`src/rtl/usonic_multi_sampler.sv`:
```
// Ultrasonic transmit burst generator plus round-robin multi-channel ADC sample scheduler.
// Optional feature macro: USONIC_SIGNED_OUT_EN (offset-binary to two's complement on WR_DATA).
module usonic_multi_sampler #(
   parameter int unsigned NCH           = 5,
   parameter int unsigned DW            = 16,
   parameter int unsigned CHW           = 3,
   parameter int unsigned TXDIV         = 1024,
   parameter int unsigned BURST_PULSES  = 32,
   parameter int unsigned BURST_PERIODS = 575,
   parameter int unsigned SAMPLE_DIV    = 256
) (
   input  logic              SYS_CLK,
   input  logic              RSTbar,
   input  logic              ON,
   output logic              TX_P,
   output logic              TX_N,
   output logic              BURST_START,
   output logic [NCH-1:0]    ADC_ENA,
   input  logic [NCH-1:0]    ADC_FIN,
   input  logic [NCH*DW-1:0] ADC_DATA,
   output logic              WR_REQ,
   output logic [DW-1:0]     WR_DATA,
   output logic [CHW-1:0]    WR_CH,
   input  logic              FIFO_FULL,
   input  logic              OVF_CLR,
   output logic              OVERFLOW
);

   localparam int unsigned TXW = (TXDIV > 1) ? $clog2(TXDIV) : 1;
   localparam int unsigned PW  = (BURST_PERIODS > 1) ? $clog2(BURST_PERIODS) : 1;
   localparam int unsigned SW  = (SAMPLE_DIV > 1) ? $clog2(SAMPLE_DIV) : 1;

   typedef enum logic [1:0] {ST_IDLE, ST_RUN, ST_HALT} state_t;

   state_t           state_q, state_d;
   logic [TXW-1:0]   tx_cnt_q, tx_cnt_d;
   logic [PW-1:0]    period_cnt_q, period_cnt_d;
   logic [SW-1:0]    slot_cnt_q, slot_cnt_d;
   logic [CHW-1:0]   ch_q, ch_d;
   logic [NCH-1:0]   fin_prev_q;
   logic             tx_p_d, tx_n_d, burst_start_d, wr_req_d, overflow_d;
   logic [NCH-1:0]   adc_ena_d;
   logic [DW-1:0]    wr_data_d;
   logic [CHW-1:0]   wr_ch_d;
   logic             phase;
   logic [NCH-1:0]   ch_mask;
   logic             cap_edge;
   logic [DW-1:0]    sel_data;

   // Transmit counters and drive legs
   always_comb begin
      tx_cnt_d      = '0;
      period_cnt_d  = '0;
      tx_p_d        = 1'b0;
      tx_n_d        = 1'b0;
      burst_start_d = 1'b0;
      phase         = (tx_cnt_q >= TXW'(TXDIV / 2));
      if (ON) begin
         tx_p_d        = phase && (period_cnt_q < PW'(BURST_PULSES));
         tx_n_d        = !tx_p_d;
         burst_start_d = (tx_cnt_q == '0) && (period_cnt_q == '0);
         if (tx_cnt_q == TXW'(TXDIV - 1)) begin
            tx_cnt_d     = '0;
            period_cnt_d = (period_cnt_q == PW'(BURST_PERIODS - 1)) ? '0 : period_cnt_q + PW'(1);
         end else begin
            tx_cnt_d     = tx_cnt_q + TXW'(1);
            period_cnt_d = period_cnt_q;
         end
      end
   end

   // Only the channel currently scheduled can produce a capture edge
   always_comb begin
      ch_mask  = NCH'(1) << ch_q;
      cap_edge = (state_q == ST_RUN) && (|(ADC_FIN & ~fin_prev_q & ch_mask));
      sel_data = '0;
      for (int unsigned k = 0; k < NCH; k++) begin
         if (CHW'(k) == ch_q) sel_data = ADC_DATA[k*DW +: DW];
      end
   end

   // Scheduler FSM, capture and sticky overflow
   always_comb begin
      state_d    = state_q;
      slot_cnt_d = slot_cnt_q;
      ch_d       = ch_q;
      adc_ena_d  = '0;
      wr_req_d   = 1'b0;
      wr_data_d  = WR_DATA;
      wr_ch_d    = WR_CH;
      overflow_d = OVERFLOW;
      if (!ON) begin
         state_d    = ST_IDLE;
         slot_cnt_d = '0;
         ch_d       = '0;
         wr_data_d  = '0;
         wr_ch_d    = '0;
         overflow_d = 1'b0;
      end else begin
         case (state_q)
            ST_IDLE: begin
               state_d    = ST_RUN;
               slot_cnt_d = '0;
               ch_d       = '0;
            end
            ST_RUN: begin
               if (cap_edge && FIFO_FULL) begin
                  overflow_d = 1'b1;
                  state_d    = ST_HALT;
               end else begin
                  adc_ena_d = (slot_cnt_q < SW'(SAMPLE_DIV / 2)) ? ch_mask : '0;
                  if (cap_edge) begin
                     wr_req_d = 1'b1;
`ifdef USONIC_SIGNED_OUT_EN
                     wr_data_d = {~sel_data[DW-1], sel_data[DW-2:0]};
`else
                     wr_data_d = sel_data;
`endif
                     wr_ch_d  = ch_q;
                  end
                  if (OVF_CLR) overflow_d = 1'b0;
                  if (slot_cnt_q == SW'(SAMPLE_DIV - 1)) begin
                     slot_cnt_d = '0;
                     ch_d       = (ch_q == CHW'(NCH - 1)) ? '0 : ch_q + CHW'(1);
                  end else begin
                     slot_cnt_d = slot_cnt_q + SW'(1);
                  end
               end
            end
            ST_HALT: begin
               if (OVF_CLR) begin
                  overflow_d = 1'b0;
                  state_d    = ST_RUN;
                  slot_cnt_d = '0;
                  ch_d       = '0;
               end
            end
            default: state_d = ST_IDLE;
         endcase
      end
   end

   always_ff @(posedge SYS_CLK or negedge RSTbar) begin
      if (!RSTbar) begin
         state_q      <= ST_IDLE;
         tx_cnt_q     <= '0;
         period_cnt_q <= '0;
         slot_cnt_q   <= '0;
         ch_q         <= '0;
         fin_prev_q   <= '0;
         TX_P         <= 1'b0;
         TX_N         <= 1'b0;
         BURST_START  <= 1'b0;
         ADC_ENA      <= '0;
         WR_REQ       <= 1'b0;
         WR_DATA      <= '0;
         WR_CH        <= '0;
         OVERFLOW     <= 1'b0;
      end else begin
         state_q      <= state_d;
         tx_cnt_q     <= tx_cnt_d;
         period_cnt_q <= period_cnt_d;
         slot_cnt_q   <= slot_cnt_d;
         ch_q         <= ch_d;
         fin_prev_q   <= ADC_FIN;
         TX_P         <= tx_p_d;
         TX_N         <= tx_n_d;
         BURST_START  <= burst_start_d;
         ADC_ENA      <= adc_ena_d;
         WR_REQ       <= wr_req_d;
         WR_DATA      <= wr_data_d;
         WR_CH        <= wr_ch_d;
         OVERFLOW     <= overflow_d;
      end
   end

endmodule

```
`config.mk`:
```
export PLATFORM = sky130hd
export DESIGN_NAME = usonic_multi_sampler
export DESIGN_NICKNAME = d
export VERILOG_FILES = /design/src/rtl/usonic_multi_sampler.sv
export SDC_FILE = /design/constraint.sdc
export NUM_CORES = 1
export LEC_CHECK = 0
export CELL_PAD_IN_SITES_DETAIL_PLACEMENT = 0
export CELL_PAD_IN_SITES_GLOBAL_PLACEMENT = 2
export CORE_MARGIN = 2
export CORE_UTILIZATION = 30
export DETAILED_ROUTE_END_ITERATION = 10
export PLACE_DENSITY = 0.83
export SLEW_MARGIN = 20
export SYNTH_ARGS = -nofsm -noshare
export SYNTH_HDL_FRONTEND = slang
export SYNTH_SLANG_ARGS = --single-unit
```
`constraint.sdc`:
```
create_clock -name SYS_CLK -period 5.85 [get_ports SYS_CLK]
set_clock_uncertainty 0.2 [all_clocks]
set_input_delay 1.17 -clock SYS_CLK [delete_from_list [all_inputs] [get_ports SYS_CLK]]
set_output_delay 1.17 -clock SYS_CLK [all_outputs]
set_load 0.05 [all_outputs]
```
# Word-level counts from Yosys, hierarchy flattened
# Index checks and enable logic that the tools add are counted.
# word_totals
register_bits	67
inputBits	90
output_inout_bits	29
# classes
addsub	4
magnitude_cmp	3
n_eq_ne	20
shifts	1
n_mux	48
bitwise	3
reduce_logical	14
# op_table
cell	count
2-to-1 mux 16 bit	9
2-to-1 mux 10 bit	5
2-to-1 mux 8 bit	4
2-to-1 mux 3 bit	9
case mux 8 bit (3 select lines)	1
adder 10 x 1 -> 10 bit, second input constant	2
== test 10 bit, second input constant	2
logical NOT 10 bit	2
2-to-1 mux 5 bit	4
AND 5 bit	2
>= comparator 10 bit, second input constant	1
< comparator 10 x 6 -> 1 bit, second input constant	1
2-to-1 mux 1 bit	10
case mux 3 bit (3 select lines)	1
adder 8 x 1 -> 8 bit, second input constant	1
== test 8 bit, second input constant	1
< comparator 8 bit, second input constant	1
== test 2 x 3 -> 1 bit, first input constant	2
2-to-1 mux 2 bit	3
!= test 2 x 1 -> 1 bit, second input constant	3
!= test 3 x 2 -> 1 bit, second input constant	2
!= test 3 bit, second input constant	2
case mux 2 bit (3 select lines)	1
AND reduction 3 bit	2
other kinds (19)	22

# Depth between registers and ports, before layout
# Gate-level depths: netlist of run 1.
# depth
ltp_word	10
mapped_depth	10

# Worst setup path after synthesis of run 1
# OpenSTA, ideal clock, no wires.
# synth_path
kind	input to register
startpoint	input ADC_FIN[2]
endpoint	register WR_CH[1]
setup_time_ps	133
t_arrival_ps	2384
required_ps	5517
slack_ps	3133
cell_stages	7
path_buffers	2
cell_sequence	nor4bb_1 -> a31oi_1 -> a2111o_1 -> buf_2 -> buf_4 -> nand3_1 -> o31ai_1
# synth_via
elab_chain_cells	7
word_cells_on_any_way	8
cone_classes	eq/ne: 2; bitwise: 2; reduce/logical: 4
# synth_lines
item	line_no	rtl
from (decl)	19	input logic [NCH-1:0] ADC_FIN,
AND 5 bit (*) (2 in series)	75	cap_edge = (state_q == ST_RUN) && (|(ADC_FIN & ~fin_prev_q & ch_mask));
OR reduction 5 bit (*)	75	
logical AND 1 bit (*)	75	
logical AND 1 bit	107	if (cap_edge && FIFO_FULL) begin
!= test 2 bit (no source line)	--	
AND reduction 3 bit (no source line) (*)	--	
to (signal assigned)	172	WR_CH <= wr_ch_d;
to (decl)	23	output logic [CHW-1:0] WR_CH,
# Every way passes the cells marked *; elsewhere a longest branch is shown, timed or not.
# A chain may end at the register's enable or synchronous reset.

# Worst setup path in the final report of run 1
# layout_path
startpoint	input ON
endpoint	register period_cnt_q[9]
# layout_via
elab_chain_cells	1
word_cells_on_any_way	2
cone_classes	eq/ne: 1; mux: 1
# layout_lines
item	line_no	rtl
from (decl)	14	input logic ON,
!= test 2 x 1 -> 1 bit (no source line) or 2-to-1 mux 10 bit (tied branches)	--	
to (signal assigned)	162	period_cnt_q <= period_cnt_d;
to (decl)	37	logic [PW-1:0] period_cnt_q, period_cnt_d;
# Parallel ways exist; a longest one is shown, timed or not.

==> key figures, run 1 <==
Status
  – Status: complete, no violations

Timing
  – Min setup slack post-route: 2.62 ns
  – Final setup TNS: 0 ns
  – RSZ-0062 raised after global routing: false
  – Fmax: 310 MHz
  – Endpoints failing setup: 0
  – Pins Over Slew Limit: 0
  – Period utilisation layout: 55.1%
  – Worst-Margin Slew: 0.956 ns
  – Hold Vio Cnt, Final: 0
  – Relative slew slack: 36.0%
  – Post-route minimum period: 3.23 ns

Clock network
  – Total setup buffers inserted after CTS: 0
  – TritonCTS Buffers: 9
  – Clock buffer depth: 2
  – TritonCTS clock tree: built
  – Post-CTS resize count: 0
  – Root buf cell: clkbuf_16
  – Cts hold-fix bufs: 0
  – Worst-path clk slew: 0.06 ns
  – Skew-Pair Late Insertion Delay: 0.33 ns
  – CTS Sinks: 67
  – H-tree Lvls: 3

Die
  – Vert. Die Dim: 116 µm
  – Core area: 12200 µm²
  – Die area: 13500 µm²
  – Row cnt: 40
  – Initial core utilization: 31.1%
  – Io pins: 119
  – Die W: 116 µm

Yosys
  – Register area share after synthesis: 44.4%
  – Number of flops mapped to enable cells by yosys: 0
  – Asr flop ratio synth: 100%
  – Main area contributors after synthesis: dfrtp_1 (44%), o31ai_1 (6.2%), nand3_1 (4.6%), o21ai_0 (4.2%), a221oi_1 (3.7%)
  – Unique cell type count in the Yosys netlist: 48
  – Synthesized area: 3780 µm²
  – Cells after Synth: 402
  – Yosys warns: 0
  – Net count after synthesis: 503
  – Post-synth top area share: 44.4%
  – Syn_area_per_cell: 9.40 µm²
  – Ys flop type: dfrtp_1
  – Synthesized flop and latch total: 67
  – Yosys top cell by area: dfrtp_1

Pwr
  – Int Pwr: 0.930 mW
  – Power, Total: 1.28 mW
  – VDD IR-drop max: 0.000169 V
  – Comb pwr share: 19.2%
  – Sw frac: 27.1%
  – Power Dens Cells: 238 nW/µm²
  – Leakage power: 2.16 nW
  – Part of the power in registers: 38.6%
  – P_sw: 0.346 mW
  – Clock network power share: 42.3%

Global routing
  – Vias in the first global route: 3416
  – Initial antenna violation count: 0
  – Gr ovfl total: 0
  – Largest net degree at the start of global routing: 47
  – GRT Total Usage: 17.8%
  – First-pass GRT wire length: 18500 µm

Hold path
  – Hold path cells: 1
  – Min-Delay Path Class: register to register
  – Hold Path Sink: period_cnt_q[8]$_DFFE_PN0P_
  – Hold Path Origin: period_cnt_q[8]$_DFFE_PN0P_

Final layout
  – Final Util: 44.2%
  – Ant diodes: 0
  – Layout cell share with drive strength beyond 1: 6.61%
  – Final nets: 610
  – Synth-to-layout area growth: 42.2%

Place
  – Pre-CTS WS: 2.08 ns
  – Gpl congestion: 0.786
  – Dpl hpwl: 8480 µm
  – I/O Buffers: 118

Drt
  – Post-route DRC violation count: 0
  – First-pass DRT Iterations: 5
  – DR vias: 3470
  – Drt total wl: 11800 µm
  – Vias/cell: 5.09
  – Initial drt markers: 174
  – WL per Instance: 17.3 µm
  – Final ANT Viol Nets: 0

Worst setup path
  – WS Path Type: input port to register
  – R2R setup slack: 2.66 ns
  – Crit path launch type: input port
  – Worst-path maximum fanout: 46
  – Critical Path AT: 3.25 ns
  – Worst Path Required: 5.87 ns
  – R2R cell count: 7
  – End of the worst register-to-register path: WR_DATA[0]$_DFFE_PN0P_
  – Worst r2r src: ch_q[0]$_DFFE_PN0P_
  – Nature of the critical path endpoint: register

Flow run
  – Max Cap Viol: 0
==> state kept, by name, indices dropped and copies added (netlist names) <==
name          flops
WR_DATA          16
WR_REQ            1
TX_N              1
fin_prev_q        5
BURST_START       1
WR_CH             3
OVERFLOW          1
period_cnt_q     10
TX_P              1
ADC_ENA           5
state_q           2
slot_cnt_q        8
ch_q              3
tx_cnt_q         10
==> synth_stat cells (all sizes together) (7+ instances only) <==
cell and number:
o31ai 31, a21oi 20, a221oi 16, and3 7, dfrtp 67, buf 9
nor2 23, ha 11, nor2b 22, nand3 35, o21ai 38, clkbuf 17
o211ai 16, inv 14, nand2 20
==> how the worst max path moves through the flow <==
| stage | cells after the start | slack (ns) | startpoint | endpoint |
|---|---|---|---|---|
| floorplan | 7 | 3.13 | ADC_FIN[2] | WR_CH[1]$_DFFE_PN0P_ |
| global placement | 5 | 2.20 | ADC_FIN[0] | WR_DATA[2]$_DFFE_PN0P_ |
| detailed placement | 5 | 2.08 | ADC_FIN[0] | WR_DATA[0]$_DFFE_PN0P_ |
| CTS | 5 | 2.43 | ADC_FIN[0] | WR_DATA[0]$_DFFE_PN0P_ |
| global route | 6 | 2.42 | ch_q[0]$_DFFE_PN0P_ | WR_CH[0]$_DFFE_PN0P_ |
| finish | 7 | 2.62 | ON | period_cnt_q[9]$_DFFE_PN0P_ |
==> per-layer routing <==
layer	share of wire [%]	up-vias	global-route usage, %
li1	-	1720	-
met1	46	1657	24.3
met2	47	84	28.7
met3	6.1	9	3.48
met4	1.2	0	5.71
met5	0	-	0
==> layout make-up <==
class | instances | area, µm²
flip-flops and latches | 67 | 1680
repair buffers | 122 | 1200
clock inverters | 7 | 76.3
fillers | 1189 | 6790
multi-input cells | 295 | 1930
inverters | 14 | 52.6
clock buffers | 9 | 225
well taps | 168 | 210
==> logic make-up (layout without fill, tap and decap cells) <==
logic type	after synthesis	after routing	synth area share (%)
AOI/OAI and AO/OA	138	138	25.3
and+or+nand+nor	138	138	20.2
DFF	67	67	44.4
buffers and inverters	40	152	4.60
adders and majority gates	11	11	3.64
xor gates and xnor gates	8	8	1.85
==> placed cells by master, fill, tap and decap left out, types with 5 or more instances in the layout <==
| cell type | count |
|---|---|
| a21oi_1 | 20 |
| a221oi_1 | 16 |
| a31oi_1 | 5 |
| and3_1 | 7 |
| clkbuf_16 | 9 |
| clkdlybuf4s50_1 | 116 |
| dfrtp_1 | 67 |
| ha_1 | 11 |
| inv_1 | 14 |
| nand2_1 | 20 |
| nand3_1 | 35 |
| nor2_1 | 23 |
| nor2b_1 | 22 |
| o211ai_1 | 16 |
| o21ai_0 | 32 |
| o21ai_1 | 6 |
| o31ai_1 | 31 |
| xor2_1 | 6 |
==> worst max-delay path: stages <==
cell and delay [ns]:
buf_2 0.07, buf_4 0.40, inv_1 0.34, a31oi_1 0.79
or4_1 0.22, a21oi_1 0.06, a21o_1 0.17
==> metrics by stage <==
stage	std cells	hold slack, ns	cell area (µm²)
after CTS	682	0.306	5370
after floorplan	402	0.260	3780
after global placement	666	0.290	5070
after global routing	682	0.335	5370
final	682	0.304	5370
after detailed placement	666	0.290	5070
==> power by group through the flow <==
stage	Combinational, mW	Clock, mW	Sequential [mW]
CTS	0.247	0.553	0.492
finish	0.245	0.539	0.492
detailed placement	0.246	0	0.500
global placement	0.244	0	0.500
global route	0.270	0.578	0.494
floorplan	0.108	0	0.519
Power figures use the tool's default switching activity.
==> run 2, diff against run 1 <==
- CORE_UTILIZATION: 30 -> 25
- PLACE_DENSITY: 0.83 -> 0.74
- clock period: 5.85 -> 2.6 ns (I/O delays scaled with it)
==> run 2 against run 1 <==
Global-route usage down 3.0 points. Core utilization down 6.6 points. Total power up 130%. Critical path depth unchanged. Register-to-register slack worse by 2.5 ns. Sequential power up 130%. Largest power group unchanged.
==> key figures, run 2 (same netlist as run 1, synthesis figures left out) <==
Status
  – Status: complete, no violations (unchanged)

Die
  – Initial core utilization: 25.8% (was 31.1%)
  – Row cnt: 44 (was 40)
  – Die W: 127 µm (was 116 µm)
  – Io pins: 119 (unchanged)
  – Core area: 14600 µm² (was 12200 µm²)
  – Vert. Die Dim: 127 µm (was 116 µm)
  – Die area: 16100 µm² (was 13500 µm²)

Final layout
  – Most frequent cells in the layout: clkdlybuf4s50_1 (116), dfrtp_1 (67), nand3_1 (35) (unchanged)
  – Layout cell share with drive strength beyond 1: 8.57% (was 6.61%)
  – Most flop-heavy register: WR_DATA (unchanged)
  – Final Cell Area: 5510 µm² (was 5370 µm²)
  – Max FFs per register: 16 (unchanged)
  – Fin cells: 709 (was 682)
  – Synth-to-layout area growth: 45.7% (was 42.2%)
  – Top flop regs: WR_DATA (16), period_cnt_q (10), tx_cnt_q (10) (unchanged)
  – Final nets: 621 (was 610)
  – Commonest non-fill, non-tap cell in the layout: clkdlybuf4s50_1 (unchanged)
  – Final Util: 37.6% (was 44.2%)
  – Ant diodes: 0 (unchanged)

Timing
  – Relative slew slack: 51.6% (was 36.0%)
  – Final setup TNS: 0 ns (unchanged)
  – Period utilisation layout: 93.3%
  – Worst-Margin Slew: 0.727 ns (was 0.956 ns)
  – Post-route minimum period: 2.43 ns
  – RSZ-0062 raised after global routing: false (unchanged)
  – Hold Vio Cnt, Final: 0 (unchanged)
  – Pins Over Slew Limit: 0 (unchanged)
  – Fmax: 412 MHz
  – Endpoints failing setup: 0 (unchanged)

Drt
  – Initial drt markers: 171 (was 174)
  – First-pass DRT Iterations: 4 (was 5)
  – Vias/cell: 5.00 (was 5.09)
  – WL per Instance: 16.8 µm (was 17.3 µm)
  – Post-route DRC violation count: 0 (unchanged)
  – Final ANT Viol Nets: 0 (unchanged)
  – Drt total wl: 11900 µm (was 11800 µm)
  – DR vias: 3546 (was 3470)

Pwr
  – Power Dens Cells: 523 nW/µm² (was 238 nW/µm²)
  – VDD IR-drop max: 0.000234 V (was 0.000169 V)
  – Leakage power: 2.23 nW (was 2.16 nW)

Worst setup path
  – End of the worst register-to-register path: ADC_ENA[0]$_DFF_PN0_ (was WR_DATA[0]$_DFFE_PN0P_)
  – Critical Path Max Stage Delay: 0.43 ns (was 0.79 ns)
  – R2R setup slack: 0.17 ns (was 2.66 ns)
  – WS Path Type: register to register (was input port to register)
  – Crit path launch type: register (was input port)
  – Worst-path maximum fanout: 5 (was 46)
  – CP max-delay cell: or3_4 (was a31oi_1)
  – Worst r2r src: ch_q[0]$_DFFE_PN0P_ (unchanged)
  – Critical Path AT: 2.47 ns (was 3.25 ns)
  – Crit-path cells: inv_1 > ha_1 > and4bb_2 > a311oi_4 > a21boi_2 > or3_4 > nor3b_2 (was buf_2 > buf_4 > inv_1 > a31oi_1 > or4_1 > a21oi_1 > a21o_1)
  – Nature of the critical path endpoint: register (unchanged)
  – Worst Path Required: 2.65 ns (was 5.87 ns)
  – R2R cell count: 7 (unchanged)

Flow run
  – Max Cap Viol: 0 (unchanged)

Global routing
  – Vias in the first global route: 3573 (was 3416)
  – Gr ovfl total: 0 (unchanged)
  – Largest net degree at the start of global routing: 40 (was 47)
  – GRT Total Usage: 14.8% (was 17.8%)
  – Initial antenna violation count: 1 (was 0)
  – First-pass GRT wire length: 18800 µm (was 18500 µm)

Place
  – I/O Buffers: 118 (unchanged)
  – Dpl hpwl: 8910 µm (was 8480 µm)
  – Placed cell count: 693 (was 666)
  – Placed inst area: 5210 µm² (was 5070 µm²)
  – Gpl congestion: 0.804 (was 0.786)

Clock network
  – CTS Sinks: 67 (unchanged)
  – Total setup buffers inserted after CTS: 0 (unchanged)
  – TritonCTS Buffers: 9 (unchanged)
  – H-tree Lvls: 3 (unchanged)
  – Skew-Pair Late Insertion Delay: 0.34 ns (was 0.33 ns)
  – Cts hold-fix bufs: 0 (unchanged)
  – Root buf cell: clkbuf_16 (unchanged)
  – Worst-path clk slew: 0.06 ns (about the same)
  – TritonCTS clock tree: built (unchanged)
  – Clock buffer depth: 2 (unchanged)

Hold path
  – Min-Delay Path Class: input port to asynchronous set/reset pin (was register to register)
run 2: critical path, delay by kind of cell, from the launching register on:
kind                     cells  cell delay, ns
AO/OA/AOI/OAI                2            0.48
adder cells (fa/ha/maj)      1            0.28
buffers and inverters        1            0.12
flip-flops                   1            0.38
AND/OR/NAND/NOR              3            0.88
run 2: routing by layer:
layer  GRT usage [%]  wire length [µm]
met3            2.70               595
met4            6.01               183
met5               0                 0
met1            18.8              5220
met2            24.9              5910
run 2: power breakdown:
group	leakage [nW]	internal [mW]	switching, mW
logic	1.17	0.287	0.286
registers	0.911	1.08	0.0286
clock network	0.141	0.738	0.464
total	2.23	2.10	0.778
run 2: worst max-delay path by stage:
stage                              from              endpoint  slack (ns)  cells after the start
global route        ch_q[0]$_DFFE_PN0P_  ADC_ENA[0]$_DFF_PN0_        0.06                      7
finish              ch_q[0]$_DFFE_PN0P_  ADC_ENA[0]$_DFF_PN0_        0.17                      7
CTS                 ch_q[0]$_DFFE_PN0P_   ch_q[0]$_DFFE_PN0P_        0.12                      7
detailed placement           ADC_FIN[2]   ch_q[0]$_DFFE_PN0P_       -0.13                      6
global placement             ADC_FIN[2]   ch_q[2]$_DFFE_PN0P_       -0.08                      6
floorplan           ch_q[2]$_DFFE_PN0P_  WR_CH[1]$_DFFE_PN0P_        0.28                     10
run 2: cell type report:
cell class,instances,area (µm²)
Fill cell,1482,9140
Multi-Input combinational cell,295,1930
Sequential cell,67,1680
Timing Repair Buffer,133,1320
Tap cell,184,230
Clock buffer,9,225
Clock inverter,7,68.8
Inverter,14,52.6
run 2: per-stage QoR:
stage                     total power, mW  hold WS [ns]  setup slack, ns
after floorplan                      1.41        0.0244            0.276
after global placement               1.70         0.284          -0.0808
after detailed placement             1.70         0.298           -0.131
after CTS                            2.93        0.0588            0.121
after global routing                 3.02        0.0954           0.0566
final                                2.88        0.0340            0.175
run 2: what timing repair did:
item                                   4_1_cts  5_1_grt
setup endpoints to repair                    0        5
endpoints found under the hold margin        0        0
resized for setup                            0        1
